## src/rtl/noise_detector_stream_pkg.sv

```systemverilog
// Shared defaults and helper functions for the streaming salt/pepper detector.
package noise_det_pkg;

  localparam int unsigned PIX_W_DEF = 8;
  localparam int unsigned WIN_DEF   = 9;
  localparam int unsigned CNT_W_DEF = 16;

  // Largest pixel value for a given pixel width.
  function automatic int unsigned maxv(input int unsigned pix_w);
    return (32'd1 << pix_w) - 32'd1;
  endfunction

  // Keep the band below half scale so salt and pepper can never overlap.
  function automatic int unsigned tol_clamp(input int unsigned tol, input int unsigned pix_w);
    int unsigned lim;
    lim = (32'd1 << (pix_w - 1)) - 32'd1;
    return (tol > lim) ? lim : tol;
  endfunction

  function automatic int unsigned centre_idx(input int unsigned win);
    return win / 2;
  endfunction

endpackage

```

## src/rtl/noise_detector_stream_if.sv

```systemverilog
// Window stream in / flagged window stream out, seen from the upstream (master) or detector (slave) side.
interface noise_detector_stream_if #(
  parameter int unsigned PIX_W = 8,
  parameter int unsigned WIN   = 9
);
  logic                 in_valid;
  logic                 in_ready;
  logic [WIN*PIX_W-1:0] in_win;
  logic                 in_last;

  logic                 out_valid;
  logic                 out_ready;
  logic [WIN*PIX_W-1:0] out_win;
  logic [WIN-1:0]       out_salt;
  logic [WIN-1:0]       out_pepper;
  logic                 out_ctr_noisy;
  logic                 out_last;

  modport master (
    output in_valid, in_win, in_last, out_ready,
    input  in_ready, out_valid, out_win, out_salt, out_pepper, out_ctr_noisy, out_last
  );

  modport slave (
    input  in_valid, in_win, in_last, out_ready,
    output in_ready, out_valid, out_win, out_salt, out_pepper, out_ctr_noisy, out_last
  );
endinterface

```

## src/rtl/noise_detector_stream_classify.sv

```systemverilog
// Per-pixel salt/pepper test against a symmetric tolerance band.
module noise_pixel_classify
  import noise_det_pkg::*;
#(
  parameter int unsigned PIX_W = PIX_W_DEF
) (
  input  logic [PIX_W-1:0] pix_i,
  input  logic [PIX_W-1:0] tol_i,
  output logic             salt_o,
  output logic             pepper_o
);
  localparam logic [PIX_W-1:0] MAXV = PIX_W'(maxv(PIX_W));

  // tol_i is already clamped below half scale, so MAXV - tol_i cannot underflow.
  assign salt_o   = (pix_i >= (MAXV - tol_i));
  assign pepper_o = (pix_i <= tol_i);
endmodule

```

## src/rtl/noise_detector_stream.sv

```systemverilog
// Two-stage valid/ready pipeline: S1 holds the window with its frame config, S2 holds window plus flags.
module noise_detector_stream
  import noise_det_pkg::*;
#(
  parameter int unsigned PIX_W = PIX_W_DEF,
  parameter int unsigned WIN   = WIN_DEF,
  parameter int unsigned CNT_W = CNT_W_DEF
) (
  input  logic               clk,
  input  logic               rst_n,
  input  logic               cfg_en_i,
  input  logic [PIX_W-1:0]   cfg_tol_i,
  noise_detector_stream_if.slave bus,
  output logic [CNT_W-1:0]   stat_cnt_o,
  output logic               stat_valid_o
);
  localparam int unsigned STAGES = 2;
  localparam int unsigned CTR    = centre_idx(WIN);

  logic [STAGES:1]            vld_q;
  logic                       s2_can_load;
  logic                       in_fire;
  logic                       out_fire;

  logic                       frame_active_q, frame_active_d;
  logic [PIX_W-1:0]           tol_q, tol_d;
  logic                       en_q, en_d;

  logic [WIN-1:0][PIX_W-1:0]  s1_win_q;
  logic                       s1_last_q;
  logic [PIX_W-1:0]           s1_tol_q;
  logic                       s1_en_q;

  logic [WIN-1:0]             salt_raw, pep_raw, salt_f, pep_f;

  logic [WIN-1:0][PIX_W-1:0]  s2_win_q;
  logic                       s2_last_q;
  logic [WIN-1:0]             s2_salt_q, s2_pep_q;
  logic                       s2_ctr_q;

  logic [CNT_W-1:0]           cnt_q, cnt_d, cnt_inc;
  logic [CNT_W-1:0]           stat_cnt_q, stat_cnt_d;
  logic                       stat_valid_q, stat_valid_d;

  // Ready depends only on pipeline occupancy and out_ready, never on in_valid.
  assign s2_can_load  = !vld_q[2] || bus.out_ready;
  assign bus.in_ready = !vld_q[1] || s2_can_load;
  assign in_fire      = bus.in_valid && bus.in_ready;
  assign out_fire     = vld_q[2] && bus.out_ready;

  // Config is sampled on the first accepted window of a frame and held until its last.
  always_comb begin
    tol_d          = tol_q;
    en_d           = en_q;
    frame_active_d = frame_active_q;
    if (in_fire) begin
      if (!frame_active_q) begin
        tol_d = PIX_W'(tol_clamp(32'(cfg_tol_i), PIX_W));
        en_d  = cfg_en_i;
      end
      frame_active_d = !bus.in_last;
    end
  end

  always_ff @(posedge clk or negedge rst_n) begin
    if (!rst_n) begin
      tol_q          <= '0;
      en_q           <= 1'b0;
      frame_active_q <= 1'b0;
    end else begin
      tol_q          <= tol_d;
      en_q           <= en_d;
      frame_active_q <= frame_active_d;
    end
  end

  always_ff @(posedge clk or negedge rst_n) begin
    if (!rst_n) begin
      vld_q     <= '0;
      s1_win_q  <= '0;
      s1_last_q <= 1'b0;
      s1_tol_q  <= '0;
      s1_en_q   <= 1'b0;
    end else begin
      if (bus.in_ready) vld_q[1] <= bus.in_valid;
      if (s2_can_load)  vld_q[2] <= vld_q[1];
      if (in_fire) begin
        s1_win_q  <= bus.in_win;
        s1_last_q <= bus.in_last;
        s1_tol_q  <= tol_d;
        s1_en_q   <= en_d;
      end
    end
  end

  for (genvar k = 0; k < WIN; k++) begin : g_pix
    noise_pixel_classify #(.PIX_W(PIX_W)) u_cls (
      .pix_i    (s1_win_q[k]),
      .tol_i    (s1_tol_q),
      .salt_o   (salt_raw[k]),
      .pepper_o (pep_raw[k])
    );
  end

  assign salt_f = s1_en_q ? salt_raw : '0;
  assign pep_f  = s1_en_q ? pep_raw  : '0;

  always_ff @(posedge clk or negedge rst_n) begin
    if (!rst_n) begin
      s2_win_q  <= '0;
      s2_last_q <= 1'b0;
      s2_salt_q <= '0;
      s2_pep_q  <= '0;
      s2_ctr_q  <= 1'b0;
    end else if (s2_can_load && vld_q[1]) begin
      s2_win_q  <= s1_win_q;
      s2_last_q <= s1_last_q;
      s2_salt_q <= salt_f;
      s2_pep_q  <= pep_f;
      s2_ctr_q  <= salt_f[CTR] | pep_f[CTR];
    end
  end

  // The last window's own contribution is folded in before the count is published and cleared.
  always_comb begin
    cnt_inc      = (cnt_q == '1) ? cnt_q : cnt_q + CNT_W'(1);
    cnt_d        = cnt_q;
    stat_cnt_d   = stat_cnt_q;
    stat_valid_d = 1'b0;
    if (out_fire) begin
      if (s2_ctr_q) cnt_d = cnt_inc;
      if (s2_last_q) begin
        stat_cnt_d   = cnt_d;
        stat_valid_d = 1'b1;
        cnt_d        = '0;
      end
    end
  end

  always_ff @(posedge clk or negedge rst_n) begin
    if (!rst_n) begin
      cnt_q        <= '0;
      stat_cnt_q   <= '0;
      stat_valid_q <= 1'b0;
    end else begin
      cnt_q        <= cnt_d;
      stat_cnt_q   <= stat_cnt_d;
      stat_valid_q <= stat_valid_d;
    end
  end

  assign bus.out_valid     = vld_q[2];
  assign bus.out_win       = s2_win_q;
  assign bus.out_salt      = s2_salt_q;
  assign bus.out_pepper    = s2_pep_q;
  assign bus.out_ctr_noisy = s2_ctr_q;
  assign bus.out_last      = s2_last_q;
  assign stat_cnt_o        = stat_cnt_q;
  assign stat_valid_o      = stat_valid_q;

endmodule
```

## src/flat_wrapper.sv

```systemverilog
// flat-port wrapper written by rule: the top's interface ports become plain ports
module noise_detector_stream_flat import noise_det_pkg::*;
#(
  parameter int unsigned PIX_W = PIX_W_DEF,
  parameter int unsigned WIN   = WIN_DEF,
  parameter int unsigned CNT_W = CNT_W_DEF
)
  (clk, rst_n, cfg_en_i, cfg_tol_i, stat_cnt_o, stat_valid_o, bus_in_valid, bus_in_win, bus_in_last, bus_out_ready, bus_in_ready, bus_out_valid, bus_out_win, bus_out_salt, bus_out_pepper, bus_out_ctr_noisy, bus_out_last);
  noise_detector_stream_if #(.PIX_W(PIX_W), .WIN(WIN)) bus_i ();
  input  logic clk;
  input  logic rst_n;
  input  logic cfg_en_i;
  input  logic [PIX_W-1:0] cfg_tol_i;
  output logic [CNT_W-1:0] stat_cnt_o;
  output logic stat_valid_o;
  input wire logic [$bits(bus_i.in_valid)-1:0] bus_in_valid;
  input wire logic [$bits(bus_i.in_win)-1:0] bus_in_win;
  input wire logic [$bits(bus_i.in_last)-1:0] bus_in_last;
  input wire logic [$bits(bus_i.out_ready)-1:0] bus_out_ready;
  output wire logic [$bits(bus_i.in_ready)-1:0] bus_in_ready;
  output wire logic [$bits(bus_i.out_valid)-1:0] bus_out_valid;
  output wire logic [$bits(bus_i.out_win)-1:0] bus_out_win;
  output wire logic [$bits(bus_i.out_salt)-1:0] bus_out_salt;
  output wire logic [$bits(bus_i.out_pepper)-1:0] bus_out_pepper;
  output wire logic [$bits(bus_i.out_ctr_noisy)-1:0] bus_out_ctr_noisy;
  output wire logic [$bits(bus_i.out_last)-1:0] bus_out_last;
  assign bus_i.in_valid = bus_in_valid;
  assign bus_i.in_win = bus_in_win;
  assign bus_i.in_last = bus_in_last;
  assign bus_i.out_ready = bus_out_ready;
  assign bus_in_ready = bus_i.in_ready;
  assign bus_out_valid = bus_i.out_valid;
  assign bus_out_win = bus_i.out_win;
  assign bus_out_salt = bus_i.out_salt;
  assign bus_out_pepper = bus_i.out_pepper;
  assign bus_out_ctr_noisy = bus_i.out_ctr_noisy;
  assign bus_out_last = bus_i.out_last;
  noise_detector_stream #(.PIX_W(PIX_W), .WIN(WIN), .CNT_W(CNT_W)) u_core (.clk(clk), .rst_n(rst_n), .cfg_en_i(cfg_en_i), .cfg_tol_i(cfg_tol_i), .bus(bus_i), .stat_cnt_o(stat_cnt_o), .stat_valid_o(stat_valid_o));
endmodule
```

## config.mk

```make
export PLATFORM = sky130hd
export DESIGN_NAME = noise_detector_stream_flat
export DESIGN_NICKNAME = d
export VERILOG_FILES = /design/src/rtl/noise_detector_stream_pkg.sv /design/src/rtl/noise_detector_stream_if.sv /design/src/rtl/noise_detector_stream_classify.sv /design/src/rtl/noise_detector_stream.sv /design/src/flat_wrapper.sv
export SDC_FILE = /design/constraint.sdc
export NUM_CORES = 1
export LEC_CHECK = 0
export CAP_MARGIN = 20
export CORE_MARGIN = 3
export CORE_UTILIZATION = 54
export CTS_CLUSTER_SIZE = 28
export DETAILED_ROUTE_END_ITERATION = 8
export GPL_TIMING_DRIVEN = 0
export PLACE_DENSITY = 0.89
export SYNTH_ARGS = -nofsm -noshare
export SYNTH_HDL_FRONTEND = slang
export SYNTH_SLANG_ARGS = --single-unit
export TNS_END_PERCENT = 1
```

## constraint.sdc

```tcl
create_clock -name clk -period 2.4 [get_ports clk]
set_input_delay 0.48 -clock clk [delete_from_list [all_inputs] [get_ports clk]]
set_output_delay 0.48 -clock clk [all_outputs]
set_load 0.005 [all_outputs]
```

After elaboration in Yosys (flattened, before gate mapping)
Index checks and enable logic that the tools add are counted.
{ "word_totals": {"reg_bits": 219, "elab_cells": 77, "output_inout_bits": 111, "in_bits": 86} }
{ "classes": {"n_addsub": 2, "magnitude_cmp": 19, "muxes": 12, "n_eq_ne": 1, "bitwise_logic": 1, "reduce_logical": 9} }
{ "op_table": {"columns": ["op", "count"], "rows": [
  ["$ge 8x8->1", 9],
  ["$le 8x8->1", 9],
  ["$mux 16", 3],
  ["$mux 8", 3],
  ["$mux 9", 2],
  ["$add 16x1->16 const B", 1],
  ["$eq 16x16->1 const B", 1],
  ["$gt 8x7->1 const B", 1],
  ["$sub 8x8->8 const A", 1],
  ["$mux 1", 4],
  ["$logic_and 1x1->1", 3],
  ["$logic_not 1->1", 3],
  ["$logic_or 1x1->1", 2],
  ["$reduce_and 2->1", 1],
  ["$or 1x1->1", 1]
]} }

Depth between registers and ports, before layout
Gate-level depths: netlist (run 1).
{ "depth": {"word_depth": 5, "mapped_depth": 7, "depth_no_buf": 7} }

Hierarchy
A second synthesis (run 1) with hierarchy kept.
{ "hier_totals": {"cells_unflattened": 1141, "area_unflattened_um2": 12296.8} }
{ "by_module_without_submodules": {"columns": ["module", "instances", "cells_each", "area_per_inst_um2", "seq_area_each_um2"], "rows": [
  ["noise_detector_stream", 1, 701, 8951.1, 5480.3],
  ["noise_pixel_classify at u_core.g_pix[0].u_cls ...", 8, 49, 371.6, 0.0],
  ["noise_pixel_classify at u_core.g_pix[2].u_cls", 1, 48, 372.9, 0.0]
]} }

Least setup slack after synthesis (run 1)
OpenSTA, ideal clock, no wires.
{ "synth_timing": {"path_kind": "register -> register", "startpoint": "reg u_core.s1_tol_q[5]", "endpoint": "reg u_core.s2_ctr_q (netlist: u_core.bus.out_ctr_noisy)", "required_time_ns": 2.244, "setup_ns": 0.156, "slack_ns": 0.455, "t_arrival_ns": 1.789, "n_path_buf": 0, "path_stages_with_launch": 8, "path_cell_list": "dfrtp_1 inv_1 ha_1 inv_1 a21oi_1 nor3_1 o41ai_1 o311ai_0"} }
{ "synth_via": {"elab_chain_len": 4} }
{ "synth_rtl": {"columns": ["item", "line", "source"], "rows": [
  ["from (decl)", "noise_detector_stream.sv:31", "logic [PIX_W-1:0] s1_tol_q;"],
  ["from (signal assigned)", "noise_detector_stream.sv:90", "s1_tol_q <= tol_d;"],
  ["$sub 8x8->8", "noise_detector_stream_classify.sv:15", "assign salt_o = (pix_i >= (MAXV - tol_i));"],
  ["$ge 8x8->1", "noise_detector_stream_classify.sv:15", null],
  ["$mux 9", "noise_detector_stream.sv:105", "assign salt_f = s1_en_q ? salt_raw : '0;"],
  ["$or 1x1->1 *", "noise_detector_stream.sv:120", "s2_ctr_q <= salt_f[CTR] | pep_f[CTR];"],
  ["to (signal assigned)", "noise_detector_stream.sv:120", null],
  ["to (decl)", "noise_detector_stream.sv:39", "logic s2_ctr_q;"]
]} }
Mark *: on every way between the ends. The rest lies on a longest branch, timed or not.
A chain may end at the register's enable or synchronous reset.

Worst setup path in the final report (run 1)
Ends and elaborated chain as after synthesis.

==> results.ini, run 1 <==
[final_layout]
layout.nets=1634
drive_gt1_frac=0.119
fin_util=0.709
final_cell_mix=261 x nand2_1, 211 x dfrtp_1, 195 x clkdlybuf4s50_1
antennaDiodeCount=0
final_common_cell=nand2_1
syn_to_final_growth_pct=27.1

[sta]
whs_ns=-0.0107
hold_viol=13
fmax_mhz=408
slew_headroom=0.500
setup_viol_count_final=1
layout_min_cycle_time_ns=2.45
final_max_slew_viol_count=0
rsz0062_at_grt=true
finalSetupTns_ns=-0.0501
tightest_slew_ns=0.750
period_share=1.02
skew_ns=0.0211
setup_ws_ns=-0.0501

[place]
place.gp.congestion=0.915
io_buffer_count=196
detailed_place_hpwl_um=24300

[setup_path]
critical_path.cell_chain=clkinvlp_4 > ha_1 > inv_1 > a21oi_1 > nor3_1 > o41ai_2 > o311ai_0
path_class=flip-flop to flip-flop
critPathSlowestCell=dfrtp_4
slowest_delay_ns=0.56
start_kind=flip-flop
cp_max_fo=11
critPathRequiredTime_ns=2.75
setup.worst_path.end_class=flip-flop
arrival_ns=2.80

[global_route]
grt_max_degree=126
overflow=0
grt_pass1_vias=10400
antenna_found_initial=0
grt_pass1_wl_um=55400
grt_usage=0.291

[synth]
seq_area_frac_synth=0.461
synth-warning-count=0
synthDistinctLibCells=64
synth.area.top_cells=dfrtp_1 46%, ha_1 15%, nand2_1 8.2%
ys_ff_latch=219
syn_area_um2=11900
ys_async_sr_fraction=1.00
yosys.area.top_type_share=0.461
synth.avg_cell_area_um2=10.1
ys.flop_type=dfrtp_1
synth_enable_flop_cells=0
syn_nets=1405
synth_area_leader_cell=dfrtp_1
syn_inst=1174

[cts]
h-tree-depth=1
cts_tree=done
clk_latency_ns=0.53
cts_buffers=23
clockBufferDepth=3
clock-root-buffer=clkbuf_16
clk_pin_slew_ns=0.06
cts.sink_count=219
hold_buffers=0

[status]
violations=hold timing, setup timing
status=finished, violations left

[detailed_routing]
wl_um=35000
drc=0
initialDrtViolationCount=752
top_layer=met4
viasPerCell=5.89
m1WireLength_um=13500
dr_total_vias=9988
wl_per_cell_um=20.6
wl_met2_um=16500
route.met3.wl_um=3050
ant_nets=0
dr.pass1.iters=5

[pwr]
ir_worst_vdd_mv=0.499
power_leakage_nw=6.99
p_per_area_nw_per_um2=860

[die]
core_area_um2=21300
placementRows=53
initial_core_util=0.558
die_area_um2=23800
die_y_um=154
ios=197
die_x_um=154

[hold_path]
hp-class=primary input to asynchronous set/reset pin

[run]
maxCapViolCount=0

## logic make-up after synthesis
group / share of synthesized area
compound gates: 0.114
xor+xnor: 0.00811
fa+ha+maj: 0.153
buf+inv: 0.0307
flops: 0.461
mux: 0.0727
simple gates: 0.161
## metrics by stage
| step | total power (W) | std cells | instance area (um^2) | setup slack, ns |
|---|---|---|---|---|
| 2_1_floorplan | 0.00715 | 1174 | 11900 | 0.455 |
| 3_3_place_gp | 0.00891 | 1645 | 14200 | -8.15 |
| 3_5_place_dp | 0.00917 | 1646 | 14200 | -0.564 |
| 4_1_cts | 0.0129 | 1695 | 15100 | -0.0109 |
| 5_1_grt | 0.0137 | 1695 | 15100 | -0.0892 |
| 6_report | 0.0130 | 1695 | 15100 | -0.0501 |
## synth_stat cells (6+ instances only)
cell,count
dfrtp_1,219
nor4_1,15
o211ai_1,6
o21ai_0,60
buf_2,9
nor2_1,28
nand4b_1,6
nand2b_1,13
nor3_1,11
nand2_1,261
a21o_1,12
ha_1,145
o31ai_1,10
o22ai_1,8
nor2b_1,18
nand3_1,8
mux2_2,74
a31oi_1,7
xor2_1,7
a21oi_1,68
inv_1,46
clkbuf_1,34
a211o_1,6
nand4_1,14
o21bai_1,19
## registers in the layout, indices dropped and copies added, names as in the netlist, 2 cells and up
signal	flops
u_core.bus.out_salt	9
u_core.vld_q	2
u_core.tol_q	8
u_core.stat_cnt_o	16
u_core.bus.out_pepper	9
u_core.s1_win_q	72
u_core.s1_tol_q	8
u_core.cnt_q	16
u_core.bus.out_win	72
## metal layers
layer | GRT usage | vias up
li1 | - | 4518
met1 | 0.368 | 4818
met2 | 0.483 | 503
met3 | 0.0523 | 149
met4 | 0.142 | 0
met5 | 0 | -
## timing repair
item | in CTS | in global routing
setup buffers | 7 | 0
endpoints found under the setup margin | 19 | 60
pin swaps | 0 | 0
gates resized for setup | 17 | 11
## worst paths after layout
| kind | start | to | slack, ns | cells after the start |
|---|---|---|---|---|
| setup / recovery | u_core.s1_tol_q[5]$_DFFE_PN0P_ | u_core.bus.out_ctr_noisy$_DFFE_PN0P_ | -0.05 | 7 |
| hold / removal | rst_n | u_core.bus.out_win[32]$_DFFE_PN0P_ | -0.01 | 1 |
| setup reg to reg | u_core.s1_tol_q[5]$_DFFE_PN0P_ | u_core.bus.out_ctr_noisy$_DFFE_PN0P_ | -0.05 | 7 |
| hold reg to reg | u_core.bus.out_win[28]$_DFFE_PN0P_ | u_core.bus.out_win[28]$_DFFE_PN0P_ | 0.47 | 2 |
| max in group asynchronous | rst_n | u_core.bus.out_win[18]$_DFFE_PN0P_ | 1.33 | 2 |
| min in group clk | u_core.bus.out_win[28]$_DFFE_PN0P_ | u_core.bus.out_win[28]$_DFFE_PN0P_ | 0.47 | 2 |
## power by group
group	switching, W	leakage [nW]	internal [W]
combinational	0.00209	3.94	0.00206
clock	0.00152	0.366	0.00211
sequential	0.000796	2.68	0.00440
## critical path, delay by kind of cell, from the launching register on
kind / cells / cell delay, ns
compound gates: 3 / 0.90
fa+ha+maj: 1 / 0.40
buf+inv: 2 / 0.31
flops: 1 / 0.56
simple gates: 1 / 0.08
## cell type report
class,count,area (um^2)
fillers,1455,6180
well taps,275,344
flip-flops and latches,219,5500
inverters,46,191
repair buffers,204,2050
plain buffers,45,194
clock buffers,31,646
multi-input cells,864,6060
clock inverters,11,119
No activity file was read; power rests on OpenSTA's default activity.
==> run 2, diff against run 1 <==
- CORE_UTILIZATION: 54 -> 58
- PLACE_DENSITY: 0.89 -> 0.94
- clock period: 2.4 -> 3.2 ns (I/O delays scaled with it)
==> results.ini, run 2 (synthesized netlist as in run 1, its figures left out) <==
[final_layout]
fillers=1293  ; -11%
antennaDiodeCount=0  ; unchanged
final_cell_area_um2=15000  ; -0.91%
register_area_um2=5480  ; -0.34%
layout.nets=1627  ; -0.43%
final_common_cell=nand2_1
syn_to_final_growth_pct=26.0
fin_util=0.756  ; +0.0470
final_cell_mix=261 x nand2_1, 218 x dfrtp_1, 195 x clkdlybuf4s50_1
drive_gt1_frac=0.102  ; -0.0171
multi_input_area_um2=6030  ; -0.45%

[global_route]
overflow=0  ; unchanged
grt_max_degree=128  ; +1.6%
grt_usage=0.312  ; +0.0217
antenna_found_initial=0  ; unchanged
grt_pass1_vias=10400  ; +0.14%
grt_pass1_wl_um=55100  ; -0.55%

[setup_path]
reg2reg_to=u_core.bus.out_ctr_noisy$_DFFE_PN0P_
reg2reg_slack_ns=0.05  ; +0.10 ns
critPathRequiredTime_ns=3.53  ; +0.78 ns
r2r_cells=7  ; unchanged
start_kind=flip-flop
setup.worst_path.end_class=flip-flop
arrival_ns=3.47  ; +0.67 ns
path_class=flip-flop to flip-flop
worstReg2RegStart=u_core.s1_tol_q[2]$_DFFE_PN0P_
cp_max_fo=11  ; unchanged

[sta]
fmax_mhz=318  ; -22%
hold_viol=0  ; -13
final_max_slew_viol_count=0  ; unchanged
finalSetupTns_ns=0  ; +0.0501 ns
setup_viol_count_final=0  ; -1
skew_ns=0.0275  ; +0.00638 ns
rsz0062_at_grt=false
period_share=0.983  ; -0.0375
whs_ns=0.116  ; +0.126 ns
slew_headroom=0.451  ; -0.0496
tightest_slew_ns=0.824  ; +0.0744 ns
layout_min_cycle_time_ns=3.15  ; +0.697 ns

[place]
place.gp.congestion=0.929  ; +1.5%
dpl-instance-area_um2=14200  ; about the same
io_buffer_count=196  ; unchanged
detailed_place_hpwl_um=24200  ; -0.51%

[die]
placementRows=51  ; -3.8%
die_x_um=149  ; -3.4%
ios=197  ; unchanged
core_area_um2=19800  ; -7.1%
die_area_um2=22200  ; -6.6%
die_y_um=149  ; -3.4%
initial_core_util=0.600  ; +0.0425

[cts]
cts_tree=done
h-tree-depth=1  ; unchanged
cts_buffers=23  ; unchanged
clock-root-buffer=clkbuf_16
clk_pin_slew_ns=0.06  ; about the same
clockBufferDepth=3  ; unchanged
cts.sink_count=219  ; unchanged
clk_latency_ns=0.52  ; about the same
postCtsSetupBuffers=0  ; -7

[detailed_routing]
dr_total_vias=10100  ; +1.2%
viasPerCell=6.02  ; +2.2%
dr.pass1.iters=5  ; unchanged
drc=0  ; unchanged
ant_nets=0  ; unchanged
wl_um=34700  ; -0.71%
wl_per_cell_um=20.7  ; +0.30%
initialDrtViolationCount=767  ; +2.0%

[pwr]
ir_worst_vdd_mv=0.425  ; -15%
power_leakage_nw=6.98  ; about the same
p_per_area_nw_per_um2=644  ; -25%
power_w=0.00964  ; -26%

[hold_path]
hp-class=primary input to asynchronous set/reset pin

[status]
status=finished clean

[run]
maxCapViolCount=0  ; unchanged

## run 2: cell type report
class,count,share of cell area
multi-input cells,864,0.403
flip-flops and latches,219,0.366
repair buffers,197,0.133
clock buffers,34,0.0459
well taps,265,0.0222
plain buffers,45,0.0128
inverters,46,0.0115
clock inverters,8,0.00485
## run 2: what timing repair did
action | in CTS | in global routing
hold buffers | 0 | 0
gates resized for setup | 0 | 1
setup endpoints to repair | 0 | 1
## run 2: critical path, cell delays in order (launching register included)
cell and delay, ns:
dfrtp_1 0.71, inv_1 0.46, ha_1 0.49, inv_1 0.06, a211oi_1 0.25, a21oi_1 0.13
o41ai_1 0.59, o311ai_0 0.27
## run 2: how the worst max path moves through the flow
stage	startpoint	end	slack, ns
after CTS	u_core.s1_tol_q[5]$_DFFE_PN0P_	u_core.bus.out_ctr_noisy$_DFFE_PN0P_	0.20
after global placement	rst_n	u_core.cnt_q[9]$_DFFE_PN0P_	-7.41
after floorplan	u_core.s1_tol_q[5]$_DFFE_PN0P_	u_core.bus.out_ctr_noisy$_DFFE_PN0P_	1.25
after global routing	u_core.s1_tol_q[2]$_DFFE_PN0P_	u_core.bus.out_ctr_noisy$_DFFE_PN0P_	0.07
final	u_core.s1_tol_q[2]$_DFFE_PN0P_	u_core.bus.out_ctr_noisy$_DFFE_PN0P_	0.05
after detailed placement	bus_out_ready	u_core.bus.out_win[32]$_DFFE_PN0P_	0.14
## run 2: metrics by stage
step / setup slack (ns) / cells
finish: 0.0532 / 1678
global route: 0.0680 / 1678
CTS: 0.196 / 1678
detailed placement: 0.136 / 1636
global placement: -7.41 / 1635
floorplan: 1.25 / 1174
## run 2: layer usage
metal,GRT usage,vias up,routed length [um]
met3,0.0668,162,3210
met5,0,-,0
met2,0.515,557,16400
met1,0.384,4895,13000
met4,0.170,0,2130
li1,-,4494,-
## run 2: power by group
group	internal, W	total [W]	switching [W]	leakage [nW]
clock network	0.00157	0.00268	0.00111	0.381
registers	0.00329	0.00388	0.000589	2.69
logic	0.00152	0.00308	0.00157	3.92
total	0.00638	0.00964	0.00326	6.98
